`config.mk`:
```
export PLATFORM = sky130hd
export DESIGN_NAME = add_sub_job_ctrl
export DESIGN_NICKNAME = d
export VERILOG_FILES = /design/src/rtl/add_sub_job_ctrl.sv
export SDC_FILE = /design/constraint.sdc
export NUM_CORES = 1
export LEC_CHECK = 0
export BUFFER_PORTS_ARGS = -buffer_cell sky130_fd_sc_hd__buf_2
export CAP_MARGIN = 15
export CORE_ASPECT_RATIO = 0.6
export CORE_MARGIN = 1
export CORE_UTILIZATION = 58
export CTS_CLUSTER_DIAMETER = 80
export DETAILED_ROUTE_END_ITERATION = 6
export MAX_ROUTING_LAYER = met4
export PLACE_DENSITY = 0.85
export REMOVE_ABC_BUFFERS = 1
export SKIP_LAST_GASP = 1
export SLEW_MARGIN = 0
export SYNTH_ARGS = -nofsm -noshare
export SYNTH_HDL_FRONTEND = slang
export SYNTH_SLANG_ARGS = --single-unit
```
`constraint.sdc`:
```
create_clock -name ap_clk -period 5.5 [get_ports ap_clk]
set_input_delay 0 -clock ap_clk [delete_from_list [all_inputs] [get_ports ap_clk]]
set_output_delay 0 -clock ap_clk [all_outputs]
set_load 0.02 [all_outputs]
```
`src/rtl/add_sub_job_ctrl.sv`:
```
// Job controller for the 128-bit add_sub stream kernel.
// Two requesters submit {op, beat count} jobs. A round-robin arbiter picks
// one job at a time. For that job the block holds kern_op and the stream-mux
// select, issues exactly `count` kernel invocations through the
// ap_start/ap_done handshake, and reports one completion pulse per job.
module add_sub_job_ctrl #(
   parameter int CNT_W = 16
) (
   input  logic               ap_clk,
   input  logic               ap_rst_n,
   input  logic [1:0]         req_valid,
   input  logic [1:0]         req_op,
   input  logic [2*CNT_W-1:0] req_count,
   output logic [1:0]         req_ready,
   input  logic               abort,
   output logic               kern_ap_start,
   output logic               kern_op,
   input  logic               kern_ap_done,
   input  logic               kern_ap_idle,
   output logic               sel,
   output logic               busy,
   output logic               done,
   output logic               done_id,
   output logic               done_aborted,
   output logic [CNT_W-1:0]   done_count
);

   typedef enum logic [1:0] {
      IDLE  = 2'd0,
      RUN   = 2'd1,
      DRAIN = 2'd2,
      DONE  = 2'd3
   } state_t;

   localparam logic [CNT_W-1:0] CNT_ZERO = {CNT_W{1'b0}};
   localparam logic [CNT_W-1:0] CNT_ONE  = {{(CNT_W-1){1'b0}}, 1'b1};

   state_t           state_r;
   state_t           state_nxt_s;
   logic [CNT_W-1:0] job_cnt_r;
   logic [CNT_W-1:0] beat_cnt_r;
   logic             kern_op_r;
   logic             sel_r;
   logic             rr_last_r;
   logic             aborted_r;
   logic             active_r;

   logic             grant_vld_s;
   logic             grant_id_s;
   logic             grant_op_s;
   logic [CNT_W-1:0] grant_cnt_s;
   logic             accept_s;
   logic             last_beat_s;
   logic             counting_s;

   // Round-robin pick: a lone request wins, a tie goes to the requester that was not served last.
   always_comb begin
      grant_vld_s = 1'b0;
      grant_id_s  = 1'b0;
      case (req_valid)
         2'b01: begin
            grant_vld_s = 1'b1;
            grant_id_s  = 1'b0;
         end
         2'b10: begin
            grant_vld_s = 1'b1;
            grant_id_s  = 1'b1;
         end
         2'b11: begin
            grant_vld_s = 1'b1;
            grant_id_s  = ~rr_last_r;
         end
         default: begin
            grant_vld_s = 1'b0;
            grant_id_s  = 1'b0;
         end
      endcase
   end

   // Select the granted requester's job descriptor.
   always_comb begin
      grant_op_s = req_op[grant_id_s];
      if (grant_id_s) begin
         grant_cnt_s = req_count[CNT_W +: CNT_W];
      end else begin
         grant_cnt_s = req_count[0 +: CNT_W];
      end
   end

   // A job is taken only in IDLE, and never in the first cycle out of reset
   // so that req_ready stays low for as long as the block is held in reset.
   assign accept_s    = (state_r == IDLE) && grant_vld_s && active_r;
   assign counting_s  = (state_r == RUN) || (state_r == DRAIN);
   // job_cnt_r is never zero in RUN, so the decrement cannot wrap here.
   assign last_beat_s = kern_ap_done && (beat_cnt_r == (job_cnt_r - CNT_ONE));

   // Next-state logic for the job sequencer.
   always_comb begin
      state_nxt_s = state_r;
      case (state_r)
         IDLE: begin
            if (accept_s) begin
               if (grant_cnt_s == CNT_ZERO) begin
                  state_nxt_s = DONE;
               end else begin
                  state_nxt_s = RUN;
               end
            end else begin
               state_nxt_s = IDLE;
            end
         end
         RUN: begin
            // A final ap_done wins over a coincident abort: the job is complete.
            if (last_beat_s) begin
               state_nxt_s = DONE;
            end else if (abort) begin
               state_nxt_s = DRAIN;
            end else begin
               state_nxt_s = RUN;
            end
         end
         DRAIN: begin
            if (kern_ap_idle) begin
               state_nxt_s = DONE;
            end else begin
               state_nxt_s = DRAIN;
            end
         end
         DONE: begin
            state_nxt_s = IDLE;
         end
         default: begin
            state_nxt_s = IDLE;
         end
      endcase
   end

   // State register.
   always_ff @(posedge ap_clk or negedge ap_rst_n) begin
      if (!ap_rst_n) begin
         state_r <= IDLE;
      end else begin
         state_r <= state_nxt_s;
      end
   end

   // Marks the block as out of reset; gates acceptance of the first job.
   always_ff @(posedge ap_clk or negedge ap_rst_n) begin
      if (!ap_rst_n) begin
         active_r <= 1'b0;
      end else begin
         active_r <= 1'b1;
      end
   end

   // Job descriptor latch: op, select and arbitration history change only on accept.
   always_ff @(posedge ap_clk or negedge ap_rst_n) begin
      if (!ap_rst_n) begin
         kern_op_r <= 1'b0;
         sel_r     <= 1'b0;
         rr_last_r <= 1'b1;
         job_cnt_r <= CNT_ZERO;
      end else if (accept_s) begin
         kern_op_r <= grant_op_s;
         sel_r     <= grant_id_s;
         rr_last_r <= grant_id_s;
         job_cnt_r <= grant_cnt_s;
      end else begin
         kern_op_r <= kern_op_r;
         sel_r     <= sel_r;
         rr_last_r <= rr_last_r;
         job_cnt_r <= job_cnt_r;
      end
   end

   // Beat counter: cleared on accept, counts every ap_done seen in RUN or DRAIN.
   always_ff @(posedge ap_clk or negedge ap_rst_n) begin
      if (!ap_rst_n) begin
         beat_cnt_r <= CNT_ZERO;
      end else if (accept_s) begin
         beat_cnt_r <= CNT_ZERO;
      end else if (counting_s && kern_ap_done) begin
         beat_cnt_r <= beat_cnt_r + CNT_ONE;
      end else begin
         beat_cnt_r <= beat_cnt_r;
      end
   end

   // Aborted flag: set when a drained job retires, cleared as DONE hands back to IDLE.
   always_ff @(posedge ap_clk or negedge ap_rst_n) begin
      if (!ap_rst_n) begin
         aborted_r <= 1'b0;
      end else if ((state_r == DRAIN) && kern_ap_idle) begin
         aborted_r <= 1'b1;
      end else if (state_r == DONE) begin
         aborted_r <= 1'b0;
      end else begin
         aborted_r <= aborted_r;
      end
   end

   // Output decode; completion fields read zero except during the DONE cycle.
   always_comb begin
      req_ready     = 2'b00;
      kern_ap_start = (state_r == RUN);
      kern_op       = kern_op_r;
      sel           = sel_r;
      busy          = (state_r != IDLE);
      done          = (state_r == DONE);
      done_id       = 1'b0;
      done_aborted  = 1'b0;
      done_count    = CNT_ZERO;
      if (accept_s) begin
         req_ready = grant_id_s ? 2'b10 : 2'b01;
      end else begin
         req_ready = 2'b00;
      end
      if (state_r == DONE) begin
         done_id      = sel_r;
         done_aborted = aborted_r;
         done_count   = beat_cnt_r;
      end else begin
         done_id      = 1'b0;
         done_aborted = 1'b0;
         done_count   = CNT_ZERO;
      end
   end

endmodule
```
==> results.yml, run 1 <==
clock_network:
  cts-root-buf: "clkbuf_8"
  clockBufferDepth: 2
  postCtsHoldBufs: 2
  clock_latency_ps: 290
  ctsResizeCount: 0
  clk_pin_slew_ps: 80
  cts_setup_buffers: 0
  ctsHtreeMaxLevel: 2
  cts_tree: "yes"
  numCtsBuffers: 5
  cts.sinks: 39
timing:
  rsz0062_at_grt: "no"
  hold_violations: 0
  slew-limit-headroom_pct: 42.1
  setup-tns-final_ps: 0
  fin_skew_ps: 5.02
  post-route-period-util_pct: 49.2
  finalSetupViolCount: 0
  min_period_ps: 2700
  worst_pin_slew_ps: 861
  slew_viol_final: 0
  fmax_mhz: 370
power_and_ir_drop:
  p_leak_nw: 1.56
  power_density_mw_per_mm2: 399
  vdd_drop_max_uv: 198
cells_and_area:
  utilization_pct: 70.5
  final_cell_mix: "65 x buf_2, 38 x dfrtp_1, 35 x nand2_1"
  nNetsFinal: 430
  drive_gt1_share_pct: 23.0
  seq_area_sq_um: 977
  antenna_cells: 0
  fillers: 383
  multi_input_area_sq_mm: 0.00170
  final_common_cell: "buf_2"
  area_delta_synth_final_pct: 15.7
synth:
  synth_area_per_cell_sq_um: 8.60
  synth_edf_count: 0
  ys_warn_count: 0
  seq_area_frac_synth_pct: 35.0
  async_reset_ff_share_pct: 100
  syn_area_sq_mm: 0.00279
  synth_area_leader_cell: "dfrtp_1"
  synth.top_cell.area_share_pct: 34.0
  synthDistinctLibCells: 51
  synth_seq_cells: 39
  ys.flop_type: "dfrtp_1"
  yosys-top-cells-area: "dfrtp_1 34%, mux2i_1 7.2%, xnor2_1 5.0%"
  syn_inst: 325
floorplanning:
  chipHeight_um: 55.8
  start_util_pct: 60.9
  core_area_sq_mm: 0.00459
  die_w_um: 91.6
  fp-row-count: 19
  dieArea_sq_mm: 0.00511
  ioPinCount: 66
detailed_routing:
  drc: 0
  vias_per_cell: 5.52
  drtPass1Iterations: 5
  post_drt_wl_per_cell_um: 13.8
  vias: 2461
  ant_nets: 0
  drtIter0Drc: 167
  wl_mm: 6.17
grt:
  grt_pass1_vias: 2127
  gr-usage-met2_pct: 38.5
  antenna_found_initial: 0
  top_usage_layer: "met1"
  use_met1_pct: 40.5
  track_usage_pct: 27.1
  grt_overflow: 0
  grt_pass1_wl_mm: 10.4
  grt_max_degree: 40
  grtUsageMet3_pct: 5.19
critical_path:
  critical_path_arrival_ps: 2890
  cpMostUsedCell: "or4_4"
  cp-start-kind: "register"
  crit_buf_inv: 0
  cpLargestDelayFamily: "simple AND/OR/NAND/NOR gates"
  crit_path_top_delay_cell: "or4_4"
  cp_cell_sequence: "or4_4, or4_4, xnor2_2, o21ai_1, a21oi_2, nand4bb_4, o41ai_2"
  critPathCaptureType: "register"
  critPathMaxFanout: 10
  crit_required_ps: 5690
  max_stage_delay_ps: 620
  crit_type: "register to register"
hold_path:
  hold_class: "input port to register"
outcome:
  status: "completed"
place:
  gp_congestion: 0.897
  port_buffers: 65
  hpwl_mm: 4.86
run:
  max_cap_violations: 0
metrics by stage:
step                      instances  power [mW]  hold slack [ps]  instance area [sq um]  setup WS [ps]
after floorplan                 306       0.934             -296                   2710           2440
after global placement          436        1.09              155                   3130           2870
after detailed placement        436        1.10              156                   3130           2830
after CTS                       446        1.29             5.25                   3230           2810
after global routing            446        1.39             17.2                   3230           2710
final                           446        1.29             4.95                   3230           2800
cell usage after synthesis, types with 2 or more instances:
cell	count
a21oi_1	8
a31oi_1	2
and2_1	19
and3_1	5
and4_1	2
buf_1	3
buf_6	2
clkbuf_1	13
dfrtp_1	38
ha_1	7
inv_1	9
mux2i_1	20
nand2_1	35
nand2b_1	2
nand3_1	13
nand3b_1	2
nand4_1	9
nor2_1	31
nor2b_1	3
nor3_1	3
nor4_1	11
o211ai_1	2
o21ai_0	25
o21ai_1	2
or3_1	2
or4_4	2
xnor2_1	16
xor2_1	16
worst register-to-register path, stage by stage, from the launching register on:
cell and delay [ps]:
dfrtp_1 480, or4_4 620, or4_4 590, xnor2_2 140, o21ai_1 150, a21oi_2 70
nand4bb_4 230, o41ai_2 330
kinds of logic after synthesis:
group                    Yosys count  synth area share (%)
buffers and inverters             28                  4.34
other                              1                 0.134
flip-flops                        39                  35.0
AND/OR/NAND/NOR                  146                  28.2
XOR/XNOR                          33                  10.6
AO/OA/AOI/OAI                     51                  11.5
adder cells (fa/ha/maj)            7                  3.13
multiplexers                      20                  7.17
flip-flops by register name (all words and copies together) (netlist names):
name	count
job_cnt_r	16
rr_last_r	1
active_r	1
state_r	2
kern_op	1
aborted_r	1
sel	1
beat_cnt_r	16
layer usage:
layer / vias up / share of wire [%]
met1: 1120 / 52
met2: 97 / 41
met5: - / 0
li1: 1240 / -
met3: 4 / 6.3
met4: 0 / 0.41
final timing paths:
kind / startpoint / endpoint / slack, ps / cells after the start
worst max register to register: job_cnt_r[2]$_DFFE_PN0P_ / state_r[1]$_DFF_PN0_ / 2800 / 7
worst min register to register: rr_last_r$_DFFE_PN1P_ / rr_last_r$_DFFE_PN1P_ / 480 / 2
worst min-delay path: req_op[0] / kern_op$_DFFE_PN0P_ / 5 / 3
min in group asynchronous: ap_rst_n / beat_cnt_r[6]$_DFFE_PN0P_ / 350 / 2
worst max-delay path: job_cnt_r[2]$_DFFE_PN0P_ / state_r[1]$_DFF_PN0_ / 2800 / 7
max in group asynchronous: ap_rst_n / beat_cnt_r[1]$_DFFE_PN0P_ / 4600 / 2
area by class of cell:
| class | count | share of cell area, % |
|---|---|---|
| well taps | 63 | 2.44 |
| repair buffers | 69 | 11.1 |
| flip-flops and latches | 39 | 30.2 |
| clock inverters | 3 | 0.464 |
| clock buffers | 5 | 2.13 |
| inverters | 9 | 1.04 |
| multi-input cells | 258 | 52.6 |
report_power, final:
| part | internal (mW) | switching (mW) |
|---|---|---|
| logic | 0.260 | 0.355 |
| clock network | 0.0868 | 0.100 |
| registers | 0.371 | 0.118 |
Power figures use the tool's default switching activity.
==> run 2: changes to the inputs <==
--- a/config.mk
+++ b/config.mk
@@ -9,11 +9,11 @@
 export CAP_MARGIN = 15
 export CORE_ASPECT_RATIO = 0.6
 export CORE_MARGIN = 1
-export CORE_UTILIZATION = 58
+export CORE_UTILIZATION = 49
 export CTS_CLUSTER_DIAMETER = 80
 export DETAILED_ROUTE_END_ITERATION = 6
 export MAX_ROUTING_LAYER = met4
-export PLACE_DENSITY = 0.85
+export PLACE_DENSITY = 0.77
 export REMOVE_ABC_BUFFERS = 1
 export SKIP_LAST_GASP = 1
 export SLEW_MARGIN = 0
==> constraint.sdc (replaced) <==
create_clock -name ap_clk -period 2.4 [get_ports ap_clk]
set_input_delay 0 -clock ap_clk [delete_from_list [all_inputs] [get_ports ap_clk]]
set_output_delay 0 -clock ap_clk [all_outputs]
set_load 0.02 [all_outputs]
==> run 2 against run 1 <==
  * Global-route usage fell by 1.8 points
  * Largest cell class unchanged
  * Combinational power rose to 3.0 times the previous value
  * Clock skew up 0.71 ps
  * Non-clock buffer count rose by 19
  * Via count is 4.3% higher
  * Clock power increased by 130%
  * Final cell count is 7.4% higher
  * Worst hold slack better by 10 ps
  * Die area rose by 18%
  * Sequential power is 100% higher
  * Largest power group unchanged
  * The run now ends with setup timing left
  * Setup slack lost 2800 ps
  * First-iteration DRC count decreased by 9.6%
==> results.yml, run 2 (synthesis results as in run 1) <==
critical_path:
  rrSetupSlack_ps: -1
  critPathCaptureType: "register"
  crit_path_top_delay_cell: "or4_4"
  cpMostUsedCell: "or4_4"
  worstReg2RegEnd: "state_r[1]$_DFF_PN0_"
  critPathMaxFanout: 2
  cp_cell_sequence: "or4_4, or4_4, xnor2_2, o21ai_1, a21oi_2, nand4bb_4, o41ai_2"
  cp-start-kind: "register"
  critical_path_arrival_ps: 2580
  crit_required_ps: 2580
  crit_type: "register to register"
  crit_buf_inv: 0
  reg2regPathDepth: 7
  path_depth: 7
  max_stage_delay_ps: 570
  r2r-start: "job_cnt_r[11]$_DFFE_PN0P_"
  cpLargestDelayFamily: "simple AND/OR/NAND/NOR gates"
cells_and_area:
  final_cell_mix: "65 x buf_2, 38 x dfrtp_1, 35 x nand2_1"
  area_delta_synth_final_pct: 22.5
  antenna_cells: 0
  final_common_cell: "buf_2"
  fillers: 474
  reg.largest.list: "beat_cnt_r x16, job_cnt_r x16, state_r x2"
  nNetsFinal: 449
  stdcell_count: 479
  drive_gt1_share_pct: 26.4
grt:
  grt_max_degree: 40
  grt_pass1_vias: 2279
  track_usage_pct: 25.3
  antenna_found_initial: 0
  grt_overflow: 0
  grt_pass1_wl_mm: 11.1
clock_network:
  numCtsBuffers: 5
  clk_pin_slew_ps: 80
  clock_latency_ps: 280
  cts-root-buf: "clkbuf_8"
  ctsHtreeMaxLevel: 2
  clockBufferDepth: 2
  cts_tree: "yes"
  cts.sinks: 39
detailed_routing:
  vias: 2566
  drtIter0Drc: 151
  vias_per_cell: 5.36
  drc: 0
  post_drt_wl_per_cell_um: 14.3
  drtPass1Iterations: 5
  wl_mm: 6.84
  ant_nets: 0
hold_path:
  hold_class: "input port to register"
  min_path_cells: 3
  hp-start: "req_count[8]"
  whs_endpoint: "job_cnt_r[8]$_DFFE_PN0P_"
place:
  dpl.cell_count: 469
  hpwl_mm: 5.47
  gp_congestion: 0.850
  place_ws_ps: -137
  port_buffers: 65
floorplanning:
  dieArea_sq_mm: 0.00602
  fp-row-count: 20
  start_util_pct: 52.9
  chipHeight_um: 60.5
  ioPinCount: 66
  die_w_um: 99.5
  core_area_sq_mm: 0.00528
timing:
  min_period_ps: 2400
  worst_pin_slew_ps: 878
  hold_violations: 0
  post-route-period-util_pct: 100
  setup_slack_ps: -1.10
  rsz0062_at_grt: "yes"
  slew_viol_final: 0
  finalSetupViolCount: 1
  fmax_mhz: 416
  slew-limit-headroom_pct: 41.5
  fin_skew_ps: 5.73
power_and_ir_drop:
  vdd_drop_max_uv: 453
  p_leak_nw: 1.66
  power_density_mw_per_mm2: 952
run:
  max_cap_violations: 0
outcome:
  status: "finished, violations left"
  failed_checks: "setup timing"
-- run 2: stage by stage --
step | cell area (sq um) | power (mW) | util (%) | hold WS, ps | TNS [ps]
2_1_floorplan | 2710 | 2.14 | - | -296 | -12020
3_3_place_gp | 3300 | 2.73 | 62.5 | 154 | -58.9
6_report | 3420 | 3.26 | 64.8 | 15.3 | -1.10
4_1_cts | 3410 | 3.23 | 64.5 | 18.3 | -2.08
5_1_grt | 3420 | 3.51 | 64.8 | 26.8 | -27.9
3_5_place_dp | 3300 | 2.78 | 62.5 | 159 | -137
-- run 2: cell type report --
type	count	area, sq um	share of cell area (%)
flip-flops and latches	39	977	28.5
clock inverters	1	5.00	0.146
well taps	77	96.3	2.81
multi-input cells	258	1720	50.1
clock buffers	7	76.3	2.23
repair buffers	88	519	15.2
inverters	9	33.8	0.987
-- run 2: worst max path at each step --
stage / slack [ps] / end / from
6_report: -1 / state_r[1]$_DFF_PN0_ / job_cnt_r[11]$_DFFE_PN0P_
5_1_grt: -30 / state_r[1]$_DFF_PN0_ / job_cnt_r[11]$_DFFE_PN0P_
4_1_cts: -2 / state_r[1]$_DFF_PN0_ / job_cnt_r[11]$_DFFE_PN0P_
3_5_place_dp: -140 / state_r[1]$_DFF_PN0_ / job_cnt_r[1]$_DFFE_PN0P_
3_3_place_gp: -60 / state_r[1]$_DFF_PN0_ / job_cnt_r[1]$_DFFE_PN0P_
2_1_floorplan: -660 / state_r[1]$_DFF_PN0_ / rr_last_r$_DFFE_PN1P_
-- run 2: what timing repair did --
action	CTS	global route
pin swaps	6	4
endpoints found under the hold margin	39	0
gates cloned	0	0
hold buffers	2	0
setup endpoints to repair	2	2
setup buffers	0	0
resized for setup	1	3
-- run 2: worst register-to-register path, cell delays in order, from the launching register on --
cell       delay (ps)
dfrtp_1           380
or4_4             540
or4_4             570
xnor2_2           140
o21ai_1           150
a21oi_2            70
nand4bb_4         200
o41ai_2           250
-- run 2: power by group --
part / switching [mW] / leakage [nW] / internal, mW / total, mW
combinational: 1.03 / 1.11 / 0.804 / 1.83
sequential: 0.145 / 0.504 / 0.852 / 0.997
clock: 0.227 / 0.0422 / 0.204 / 0.431
total: 1.40 / 1.66 / 1.86 / 3.26
-- run 2: per-layer routing --
layer / vias to the layer above / global-route usage, % / share of wire, %
li1: 1284 / - / -
met1: 1169 / 36.0 / 52
met2: 105 / 38.6 / 41
met3: 8 / 4.38 / 6.3
met4: 0 / 4.20 / 0.78
met5: - / - / 0
